**src/rtl/hamming_sec_decoder_pipe.sv**
```systemverilog
// hamming_sec_decoder_pipe
// Two-stage pipelined Hamming single-error-correcting decoder with valid/ready
// handshakes on both sides and saturating error-event counters.
//   Stage 1: syndrome + raw codeword + valid.
//   Stage 2: correction, data extraction, status flags.
// Codeword position i (1-based) is in_cw[i-1]; parity bits sit at power-of-two
// positions, data bits fill the rest in ascending order.
// Optional macro HAMMING_DED_EN: adds an overall even-parity bit at
// in_cw[CW_W-1] and upgrades decoding to SEC-DED.
module hamming_sec_decoder_pipe #(
  parameter int DATA_W = 4,
  parameter int CNT_W  = 16,
  // Smallest P with 2^P >= DATA_W+P+1, in closed form.
  localparam int P     = $clog2(DATA_W + $clog2(DATA_W + 1) + 1),
  localparam int N     = DATA_W + P,
`ifdef HAMMING_DED_EN
  localparam int CW_W  = N + 1
`else
  localparam int CW_W  = N
`endif
) (
  input  logic              clk,
  input  logic              rst,
  input  logic              in_valid,
  output logic              in_ready,
  input  logic [CW_W-1:0]   in_cw,
  output logic              out_valid,
  input  logic              out_ready,
  output logic [DATA_W-1:0] out_data,
  output logic [P-1:0]      out_syndrome,
  output logic              out_corrected,
  output logic              out_uncorr,
  input  logic              cnt_clr,
  output logic [CNT_W-1:0]  cnt_corrected,
  output logic [CNT_W-1:0]  cnt_uncorr
);

  logic              r_s1_valid;
  logic [CW_W-1:0]   r_s1_cw;
  logic [P-1:0]      r_s1_syn;

  logic              r_out_valid;
  logic [DATA_W-1:0] r_out_data;
  logic [P-1:0]      r_out_syn;
  logic              r_out_corr;
  logic              r_out_unc;

  logic [CNT_W-1:0]  r_cnt_corr;
  logic [CNT_W-1:0]  r_cnt_unc;

  logic              w_s2_adv;
  logic              w_s1_adv;
  logic              w_out_hs;
  logic [P-1:0]      w_syn;
  logic [CW_W-1:0]   w_flip;
  logic              w_syn_nz;
  logic              w_in_range;
  logic [CW_W-1:0]   w_fix;
  logic [DATA_W-1:0] w_data;
  logic              w_corr;
  logic              w_unc;

  assign w_s2_adv = !r_out_valid || out_ready;
  assign w_s1_adv = !r_s1_valid || w_s2_adv;
  assign w_out_hs = r_out_valid && out_ready;
  assign in_ready = w_s1_adv;

  // Syndrome of the incoming word: bit k is the XOR of positions with index bit k set
  always_comb begin
    w_syn = '0;
    for (int i = 1; i <= N; i++) begin
      for (int k = 0; k < P; k++) begin
        if (i[k]) w_syn[k] = w_syn[k] ^ in_cw[i-1];
      end
    end
  end

  // Stage 1 register: only an accepted word loads, so idle X on in_cw never enters
  always_ff @(posedge clk) begin
    if (rst) begin
      r_s1_valid <= 1'b0;
      r_s1_cw    <= '0;
      r_s1_syn   <= '0;
    end else if (w_s1_adv) begin
      r_s1_valid <= in_valid;
      if (in_valid) begin
        r_s1_cw  <= in_cw;
        r_s1_syn <= w_syn;
      end
    end
  end

  // One-hot flip mask for the syndrome position; all-zero when clean or out of range
  always_comb begin
    w_flip = '0;
    for (int i = 1; i <= N; i++) begin
      if (int'(r_s1_syn) == i) w_flip[i-1] = 1'b1;
    end
  end

  assign w_syn_nz   = |r_s1_syn;
  assign w_in_range = |w_flip;

  // Correction decision and status flags for the word in stage 1
  always_comb begin
    w_fix  = r_s1_cw;
    w_corr = 1'b0;
    w_unc  = 1'b0;
`ifdef HAMMING_DED_EN
    if (^r_s1_cw) begin
      if (!w_syn_nz) begin
        // Only the overall parity bit was hit; data bits are already right.
        w_corr = 1'b1;
      end else if (w_in_range) begin
        w_fix  = r_s1_cw ^ w_flip;
        w_corr = 1'b1;
      end else begin
        w_unc  = 1'b1;
      end
    end else if (w_syn_nz) begin
      w_unc = 1'b1;
    end
`else
    if (w_syn_nz) begin
      if (w_in_range) begin
        w_fix  = r_s1_cw ^ w_flip;
        w_corr = 1'b1;
      end else begin
        w_unc  = 1'b1;
      end
    end
`endif
  end

  // Data bit j lives at the j-th non-power-of-two position: index = pos - #powers<=pos - 1
  for (genvar g = 1; g <= N; g++) begin : g_extract
    if ((g & (g - 1)) != 0) begin : g_data_pos
      assign w_data[g - $clog2(g + 1) - 1] = w_fix[g-1];
    end
  end

  // Stage 2 register: holds every field while the consumer stalls
  always_ff @(posedge clk) begin
    if (rst) begin
      r_out_valid <= 1'b0;
      r_out_data  <= '0;
      r_out_syn   <= '0;
      r_out_corr  <= 1'b0;
      r_out_unc   <= 1'b0;
    end else if (w_s2_adv) begin
      r_out_valid <= r_s1_valid;
      if (r_s1_valid) begin
        r_out_data <= w_data;
        r_out_syn  <= r_s1_syn;
        r_out_corr <= w_corr;
        r_out_unc  <= w_unc;
      end
    end
  end

  // Saturating event counters, advanced on output handshake; clear wins
  always_ff @(posedge clk) begin
    if (rst || cnt_clr) begin
      r_cnt_corr <= '0;
      r_cnt_unc  <= '0;
    end else if (w_out_hs) begin
      if (r_out_corr && (r_cnt_corr != '1)) r_cnt_corr <= r_cnt_corr + CNT_W'(1);
      if (r_out_unc && (r_cnt_unc != '1))   r_cnt_unc  <= r_cnt_unc + CNT_W'(1);
    end
  end

  assign out_valid     = r_out_valid;
  assign out_data      = r_out_data;
  assign out_syndrome  = r_out_syn;
  assign out_corrected = r_out_corr;
  assign out_uncorr    = r_out_unc;
  assign cnt_corrected = r_cnt_corr;
  assign cnt_uncorr    = r_cnt_unc;

endmodule

```
**config.mk**
```make
export PLATFORM = sky130hd
export DESIGN_NAME = hamming_sec_decoder_pipe
export DESIGN_NICKNAME = d
export VERILOG_FILES = /design/src/rtl/hamming_sec_decoder_pipe.sv
export SDC_FILE = /design/constraint.sdc
export NUM_CORES = 1
export LEC_CHECK = 0
export ABC_AREA = 1
export CAP_MARGIN = 10
export CORE_MARGIN = 2
export CORE_UTILIZATION = 50
export DETAILED_ROUTE_END_ITERATION = 8
export PLACE_DENSITY = 0.85
export SLEW_MARGIN = 20
export SYNTH_ARGS = -nofsm -noshare
export SYNTH_HDL_FRONTEND = slang
export SYNTH_SLANG_ARGS = --single-unit
```
**constraint.sdc**
```tcl
create_clock -name clk -period 3.25 [get_ports clk]
set_clock_uncertainty 0.05 [all_clocks]
set_input_delay 0.65 -clock clk [delete_from_list [all_inputs] [get_ports clk]]
set_output_delay 0.65 -clock clk [all_outputs]
set_load 0.05 [all_outputs]
```
### Word-level counts from Yosys, hierarchy flattened

Cells that the tools add are included.

| cells by class | value |
|---|---|
| add/subtract/negate cells | 2 |
| muxes and demuxes | 13 |
| reduce and logical (&&, ||, !) cells | 14 |
| bitwise logic cells | 10 |
| eq/ne operators | 9 |

Operators by type and width:

| operator | count |
|---|---|
| $add A16 B1 Y16 const B | 2 |
| $ne A16 B16 Y1 const B | 2 |
| $mux W7 | 2 |
| $eq A3 B3 Y1 const B | 4 |
| $mux W1 | 11 |
| $xor A1 B1 Y1 | 9 |
| $reduce_and A2 Y1 | 4 |
| $reduce_or A7 Y1 | 1 |
| $xor A7 B7 Y7 | 1 |
| $eq A3 B2 Y1 const B | 2 |
| $eq A3 B1 Y1 const B | 1 |
| $logic_and A1 B1 Y1 | 3 |
| $logic_or A1 B1 Y1 | 3 |
| $reduce_or A3 Y1 | 1 |
| $logic_not A1 Y1 | 2 |

| storage, ports and cells | value |
|---|---|
| output and inout bits | 43 |
| flip-flop bits (word level) | 53 |
| input port bits | 12 |

### Depth between registers and ports, before layout

Gate-level depths: netlist of run 1.

| logic depth | value |
|---|---|
| depth in word-level cells | 5 |
| mapped depth | 10 |
| depth with buffers taken out | 10 |

### Worst setup path before layout of run 1

No wires, ideal clock.

| timing | value |
|---|---|
| path kind | reg2reg |
| start | register r_out_valid (netlist: out_valid) |
| end | register r_s1_syn[0] |
| path slack | 1.097 ns |
| stages on the path, launching flop included | 6 |
| buffers on the path | 0 |
| arrival time | 1.983 ns |
| data required time | 3.080 ns |
| setup time | 0.120 ns |
| cell sequence | dfxtp_1 nand3_1 nand2_1 clkinv_1 o21ai_0 a21oi_1 |

| between the ends | value |
|---|---|
| cells in the longest elaborated chain, start to end | 4 |

RTL lines:

| element | RTL line | RTL |
|---|---|---|
| start, declared | 42 | `logic r_out_valid;` |
| start signal, assigned | 151 | `r_out_valid <= r_s1_valid;` |
| $logic_not A1 Y1 | 63 | `assign w_s2_adv = !r_out_valid \|\| out_ready;` |
| $logic_or A1 B1 Y1 | 63 |  |
| $logic_or A1 B1 Y1 | 64 | `assign w_s1_adv = !r_s1_valid \|\| w_s2_adv;` |
| named net in_ready | 25 | `output logic in_ready,` |
| $reduce_and A2 Y1 (no line) | - |  |
| end signal, assigned | 88 | `r_s1_syn <= w_syn;` |
| end, declared | 40 | `logic [P-1:0] r_s1_syn;` |

The timed path passes the listed nets, and every way through them passes these cells.
A chain may end at the register's enable or synchronous reset.

### Worst setup path in the final report of run 1

| timing | value |
|---|---|
| start | input port out_ready |
| end | output port in_ready |

| between the ends | value |
|---|---|
| cells in the longest elaborated chain, start to end | 2 |

RTL lines:

| element | RTL line | RTL |
|---|---|---|
| start, declared | 28 | `input logic out_ready,` |
| $logic_or A1 B1 Y1 | 63 |  |
| $logic_or A1 B1 Y1 | 64 |  |
| end, declared | 25 |  |

No other way between the ends.

==> impl_metrics.tcl, run 1 <==
set metrics [dict create \
    crit_arrival_ns 2.14 \
    grt_pass1_wl_um 11000 \
    synth-async-reset-ratio_pct 0 \
    synth_cells 418 \
    cts_tree "built" \
    placed_cell_area_um2 3380 \
    period_share_pct 87.3 \
    dp_hpwl_um 4840 \
    grtUsageTotal_pct 21.7 \
    cts_sinks 50 \
    irDropWorstVdd_v 0.000285 \
    ys_ff_latch 50 \
    intPower_mw 0.904 \
    cts_inserted_buffers 5 \
    synth_edf_count 0 \
    hp-start "out_corrected" \
    p_sw_share_pct 25.1 \
    period_needed_ns 2.84 \
    n_antenna_cell 0 \
    cts_buffer_depth 2 \
    slew_violations 0 \
    cts_resized 0 \
    grt_max_degree 24 \
    power_frac_seq_pct 53.0 \
    leakage_nw 1.22 \
    hp-class "reg2reg" \
    post_cts.repair.setup_buffers 0 \
    detail_route.vias_per_cell 5.22 \
    r2r_start "cnt_corrected[0]" \
    drc 0 \
    numPortBuffers 54 \
    drt_iter0_markers 164 \
    critical_path.max_fanout 3 \
    worst_pin_slew_ns 0.972 \
    netlist_top_cells_area "dfxtp_1, nand2_1, nor2_1, nand3_1, inv_1" \
    cp.required_ns 2.55 \
    rr_worst_depth 8 \
    clk_latency_ns 0.30 \
    synth.most_common_cell "nand2_1" \
    vias 2836 \
    netlist-cell-type-count 28 \
    max_freq_mhz 352 \
    ys.warnings.count 0 \
    p_switching_mw 0.304 \
    die-height_um 79.0 \
    wl_um 6540 \
    ios 55 \
    cap_violations 0 \
    start_util_pct 51.4 \
    drive_gt1_share_pct 7.64 \
    cp-startpoint "out_ready" \
    rsz0062_at_grt "false" \
    cts_root_buf "clkbuf_8" \
    layout_setup_ws_ns 0.412 \
    fin_util_pct 63.7 \
    fill_cells 509 \
    syn-cell-area_um2 2810 \
    crit_type "in2out" \
    worstHoldPathCells 2 \
    cp-end-kind "output port" \
    dp_slack_ns 0.416 \
    drtAntennaViolNets 0 \
    wire_per_inst_um 12.0 \
    setup_tns_ns 0 \
    powerDensity_nw_per_um2 347 \
    multiInputGateArea_um2 1580 \
    fin_area_um2 3490 \
    grt_antenna_before_repair 0 \
    maxSlewHeadroom_pct 35.1 \
    ctsHoldBuffers 0 \
    grt_overflow 0 \
    h-tree-depth 2 \
    rows 27 \
    syn_avg_cell_area_um2 6.73 \
    synth_flop_cell "dfxtp_1" \
    firstDrtPassIters 4 \
    whs_ns 0.449 \
    yosys.area.top_type "dfxtp_1" \
    pwr-share-clk_pct 36.6 \
    combPwrFrac_pct 10.4 \
    die_area_um2 6240 \
    clkSlewWorstSetupHoldPaths_ns 0.09 \
    ys_seq_area_share_pct 35.6 \
    coreArea_um2 5470 \
    register_area_um2 1000 \
    cp-start-kind "input port" \
    area_delta_synth_final_pct 24.0 \
    outcome "finished clean" \
    grt_pass1_vias 2536 \
    synth_top_area_share_pct 35.6 \
    final_hold_viol_count 0 \
    syn_nets 432 \
    place_congestion 0.844 \
    die_w_um 79.0 \
    setup_viol 0 \
    fin_nets 484 \
    synthTopCellsByCount "nand2_1, nor2_1, dfxtp_1, inv_1, nand3_1" \
]
==> worst max-delay path, stage by stage <==
cell and delay (ns):
clkdlybuf4s50_1 0.50, inv_1 0.06, nand3_1 0.11, clkdlybuf4s50_1 0.82
==> final timing paths <==
| path | slack [ns] | to |
|---|---|---|
| min reg2reg | 0.45 | out_corrected |
| max reg2reg | 1.06 | cnt_corrected[11] |
| min | 0.45 | out_corrected |
| max | 0.41 | in_ready |
==> power groups by stage <==
stage	registers (mW)	logic, mW	clock network, mW
2_1_floorplan	0.681	0.0563	0
3_3_place_gp	0.655	0.123	0
3_5_place_dp	0.655	0.126	0
4_1_cts	0.641	0.126	0.448
5_1_grt	0.643	0.136	0.468
6_report	0.641	0.125	0.442
==> cells in the final DEF, fill, tap and decap left out, drive strengths merged <==
cell type,instances
nand3,33
nor3,4
a21oi,31
clkbuf,5
o21ai,21
xnor2,12
xor2,7
clkdlybuf4s50,54
buf,1
nor2,70
nand2,116
clkinv,3
dfxtp,50
a221oi,1
inv,42
bufinv,1
nand4,15
nand3b,3
ha,2
==> cell type report <==
| class | count | area share [%] |
|---|---|---|
| multi-input cells | 315 | 45.2 |
| repair buffers | 55 | 15.7 |
| well taps | 72 | 2.58 |
| clock inverters | 3 | 1.15 |
| clock buffers | 5 | 1.97 |
| inverters | 43 | 4.63 |
| flip-flops and latches | 50 | 28.7 |
==> metrics by stage <==
step           total power, mW  std cells
3_3_place_gp             0.778        535
5_1_grt                   1.25        543
3_5_place_dp             0.781        535
4_1_cts                   1.22        543
6_report                  1.21        543
2_1_floorplan            0.737        418
==> cells by family after synthesis <==
family	synth area share (%)
fa+ha+maj	0.890
simple gates	38.4
flops	35.6
xor+xnor	5.92
buf+inv	8.32
compound gates	10.9
==> metal layers <==
metal  track usage, %  vias up  routed length, µm
li1                 -     1443                  -
met1             26.2     1292               2830
met2             38.6       94               3270
met3             4.20        7                376
met4             7.07        0                 63
met5                0        -                  0
==> flip-flops by register name, indices dropped and copies added (netlist names) <==
| register | count |
|---|---|
| out_uncorr | 1 |
| out_corrected | 1 |
| out_data | 4 |
| cnt_uncorr | 16 |
| r_s1_cw | 4 |
| cnt_corrected | 16 |
| out_syndrome | 3 |
| out_valid | 1 |
| r_s1_syn | 3 |
| r_s1_valid | 1 |
Power figures use the tool's default switching activity.
==> inputs of run 2 (changes only) <==
Settings changed: CORE_MARGIN 2 to unset, GPL_TIMING_DRIVEN set to 0.
==> run 2 against run 1 <==
Against the previous run:
- flip-flop and latch count stayed put
- largest cell class unchanged
- worst hold slack lost 0.0055 ns
- critical path type unchanged
- via count up 0.78%
==> impl_metrics.tcl, run 2 (synthesis results as in run 1) <==
set metrics [dict create \
    grt_pass1_wl_um 11000 \
    grt_max_degree 18 \
    place_congestion 0.899 \
    grt_antenna_before_repair 0 \
    worstPathCellList "clkdlybuf4s50_1 > inv_1 > nand3_1 > clkdlybuf4s50_1" \
    detail_route.vias_per_cell 5.21 \
    endpoint "in_ready" \
    die_w_um 77.0 \
    cp-startpoint "out_ready" \
    powerDensity_nw_per_um2 345 \
    p_total_mw 1.22 \
    r2r-end "cnt_uncorr[7]" \
    worst_pin_slew_ns 0.524 \
    cts_root_buf "clkbuf_8" \
    fill_cells 463 \
    dp_slack_ns 0.380 \
    cap_violations 0 \
    numPortBuffers 53 \
    start_util_pct 53.3 \
    layout_setup_ws_ns 0.364 \
    drive_gt1_share_pct 8.56 \
    cp_common_cell "clkdlybuf4s50_1" \
    cts_resized 0 \
    rr_worst_depth 10 \
    cp-end-kind "output port" \
    wl_um 6520 \
    period_share_pct 88.8 \
    fin_nets 492 \
    area_delta_synth_final_pct 26.1 \
    ios 55 \
    cts_sinks 50 \
    setup_viol 0 \
    maxSlewHeadroom_pct 64.9 \
    drtAntennaViolNets 0 \
    grt_overflow 0 \
    leakage_nw 1.25 \
    rsz0062_at_grt "false" \
    clk_latency_ns 0.31 \
    drt_iter0_markers 162 \
    crit_type "in2out" \
    crit_slowest_cell "clkdlybuf4s50_1" \
    period_needed_ns 2.89 \
    post_cts.repair.setup_buffers 0 \
    ctsHoldBuffers 0 \
    slew_violations 0 \
    hp-class "reg2reg" \
    final_hold_viol_count 0 \
    r2r_start "cnt_uncorr[0]" \
    outcome "finished clean" \
    drc 0 \
    cpPeakStageDelay_ns 0.82 \
    die-height_um 77.0 \
    critical_path.max_fanout 3 \
    die_area_um2 5930 \
    cts_tree "built" \
    reg2reg_slack_ns 1.42 \
    crit_arrival_ns 2.19 \
    rows 26 \
    clkSlewWorstSetupHoldPaths_ns 0.10 \
    setup_tns_ns 0 \
    cp.required_ns 2.55 \
    max_freq_mhz 347 \
    firstDrtPassIters 4 \
    final_common_cell "nand2_1" \
    coreArea_um2 5270 \
    n_antenna_cell 0 \
    cts_inserted_buffers 5 \
    cp-start-kind "input port" \
    mostFrequentLayoutCells "nand2_1, nor2_1, clkdlybuf4s50_1" \
    vias 2858 \
    wire_per_inst_um 11.9 \
    h-tree-depth 2 \
    irDropWorstVdd_v 0.000234 \
    whs_ns 0.444 \
    cts_buffer_depth 2 \
    grt_pass1_vias 2508 \
    dp_hpwl_um 4850 \
    grtUsageTotal_pct 22.7 \
]
[run 2: cell count changes in the layout (fill, tap and decap cells not counted), sizes merged]
cell and delta:
buf +4, clkbuf +5, clkdlybuf4s50 -1, clkinv -1, inv +1
[run 2: worst max-delay path: cells and delay by family]
kind | cells | cell delay [ns]
buffers and inverters | 3 | 1.41
and+or+nand+nor | 1 | 0.13
[run 2: report_power, final]
group,switching [mW],total (mW),internal (mW)
combinational,0.0768,0.127,0.0504
clock,0.222,0.456,0.234
sequential,0.0130,0.642,0.629
total,0.312,1.22,0.913
[run 2: worst min-delay path by stage]
stage                         start               to  slack (ns)  cells after the start
global route        out_syndrome[1]  out_syndrome[1]        0.48                      2
finish              out_syndrome[1]  out_syndrome[1]        0.44                      2
detailed placement  out_syndrome[1]  out_syndrome[1]        0.43                      2
floorplan                r_s1_cw[2]       r_s1_cw[2]        0.43                      2
CTS                 out_syndrome[1]  out_syndrome[1]        0.45                      2
global placement    out_syndrome[1]  out_syndrome[1]        0.42                      2
[run 2: final cells by class]
type,count,area (µm²),area share [%]
Timing Repair Buffer,53,531,15.0
Clock inverter,3,47.5,1.34
Tap cell,70,87.6,2.47
Buffer,10,72.6,2.05
Sequential cell,50,1000,28.2
Clock buffer,5,68.8,1.94
Inverter,43,161,4.55
Multi-Input combinational cell,315,1580,44.5
[run 2: metal layers]
layer	vias up	wire length, µm	share of wire [%]	track usage (%)
met5	-	0	0	0
met2	68	3240	50	39.0
li1	1461	-	-	-
met4	0	56	0.86	7.36
met1	1323	2940	45	28.4
met3	6	287	4.4	4.64
[run 2: metrics by stage]
stage	utilization, %	instance area, µm²	cells
global placement	65.1	3430	541
floorplan	-	2810	418
CTS	67.3	3550	549
finish	67.3	3550	549
detailed placement	65.1	3430	541
global route	67.3	3550	549
==> inputs of run 3 (changes only) <==
Settings changed: CTS_CLUSTER_DIAMETER set to 150, PLACE_DENSITY 0.85 to 0.87.
==> run 3 against run 2 <==
Against the previous run:
- non-clock buffer count did not move
- count of clock-buffer cells in the layout did not move
- first-iteration DRC count fell by 3.7%
==> impl_metrics.tcl, run 3 (synthesis results as in run 1) <==
set metrics [dict create \
    ios 55 \
    critical_path.max_fanout 3 \
    cts_buffer_depth 2 \
    placed_cell_area_um2 3430 \
    cp_common_cell "clkdlybuf4s50_1" \
    cts_tree "built" \
    grt_overflow 0 \
    firstDrtPassIters 5 \
    die-height_um 77.0 \
    cpPeakStageDelay_ns 0.83 \
    final_common_cell "nand2_1" \
    drt_iter0_markers 156 \
    leakage_nw 1.24 \
    die_w_um 77.0 \
    maxSlewHeadroom_pct 63.9 \
    drtAntennaViolNets 0 \
    worst-path-buf-inv 3 \
    drive_gt1_share_pct 8.56 \
    clkSlewWorstSetupHoldPaths_ns 0.10 \
    fin_area_um2 3520 \
    cp-end-kind "output port" \
    max_freq_mhz 347 \
    start_util_pct 53.3 \
    dp_hpwl_um 4880 \
    cts_root_buf "clkbuf_8" \
    crit_arrival_ns 2.18 \
    setup_viol 0 \
    cts_sinks 50 \
    numPortBuffers 53 \
    final_hold_viol_count 0 \
    reg2reg_slack_ns 1.39 \
    drc 0 \
    crit_type "in2out" \
    outcome "finished clean" \
    hp-class "reg2reg" \
    worst_pin_slew_ns 0.539 \
    period_share_pct 88.7 \
    fin_nets 492 \
    coreArea_um2 5270 \
    crit_slowest_cell "clkdlybuf4s50_1" \
    wl_um 6450 \
    slew_violations 0 \
    grt_pass1_vias 2548 \
    post_cts.repair.setup_buffers 0 \
    cap_violations 0 \
    setup_tns_ns 0 \
    rows 26 \
    h-tree-depth 2 \
    wire_per_inst_um 11.7 \
    detail_route.vias_per_cell 5.18 \
    hp-start "out_syndrome[2]" \
    cts_resized 0 \
    mostFrequentLayoutCells "nand2_1, nor2_1, clkdlybuf4s50_1" \
    clk_latency_ns 0.30 \
    vias 2842 \
    place_congestion 0.873 \
    n_antenna_cell 0 \
    cp-startpoint "out_ready" \
    cp.required_ns 2.55 \
    die_area_um2 5930 \
    cp-start-kind "input port" \
    grt_pass1_wl_um 11200 \
    area_delta_synth_final_pct 25.3 \
    worstPathCellList "clkdlybuf4s50_1 > inv_1 > nand3_1 > clkdlybuf4s50_1" \
    powerDensity_nw_per_um2 324 \
    r2r_start "cnt_uncorr[0]" \
    path_delay_family "buffers and inverters" \
    ctsHoldBuffers 0 \
    rsz0062_at_grt "false" \
    grt_max_degree 18 \
    grt_antenna_before_repair 0 \
    irDropWorstVdd_v 0.000257 \
    cts_inserted_buffers 5 \
    grtUsageTotal_pct 22.8 \
    period_needed_ns 2.88 \
]
==> run 3: cell count changes in the layout (fill, tap and decap cells not counted), sizes merged <==
cell,change
clkinv,-1
clkinvlp,+2
bufinv,-1
==> run 3: path summary, 6_finish.rpt <==
| path | cells after the start | endpoint |
|---|---|---|
| setup / recovery | 4 | in_ready |
| hold / removal | 2 | out_syndrome[2] |
| hold reg to reg | 2 | out_syndrome[2] |
| setup reg to reg | 10 | cnt_uncorr[11] |
==> run 3: metrics by stage <==
| stage | hold slack [ns] | power (mW) | std cells | util, % | setup WS [ns] |
|---|---|---|---|---|---|
| 6_report | 0.449 | 1.14 | 549 | 66.8 | 0.367 |
| 5_1_grt | 0.482 | 1.19 | 549 | 66.8 | 0.330 |
| 4_1_cts | 0.452 | 1.15 | 549 | 66.8 | 0.371 |
| 3_5_place_dp | 0.433 | 0.782 | 541 | 65.1 | 0.378 |
| 3_3_place_gp | 0.421 | 0.780 | 541 | 65.1 | 0.367 |
| 2_1_floorplan | 0.426 | 0.737 | 418 | - | 1.10 |
==> run 3: report_power, final <==
part           total (mW)  internal, mW  switching (mW)  leakage [nW]
logic               0.127        0.0505          0.0766         0.788
clock network       0.371         0.154           0.217        0.0408
registers           0.641         0.629          0.0128         0.406
total                1.14         0.833           0.307          1.24
==> run 3: layer usage <==
metal | up-vias | share of wire (%) | GRT usage, %
met4 | 0 | 1.5 | 7.74
li1 | 1463 | - | -
met5 | - | 0 | 0
met2 | 76 | 48 | 39.4
met3 | 10 | 5.1 | 2.86
met1 | 1293 | 45 | 29.3
==> run 3: layout make-up <==
class                   count  area [µm²]
plain buffers              10        72.6
clock buffers               5        68.8
clock inverters             3        23.8
fillers                   469        1750
inverters                  43         161
multi-input cells         315        1580
flip-flops and latches     50        1000
well taps                  70        87.6
repair buffers             53         531
==> run 3: worst min-delay path: cells and delay by family, from the launching register on <==
| family | cells | cell delay [ns] |
|---|---|---|
| simple gates | 2 | 0.14 |
| flops | 1 | 0.33 |
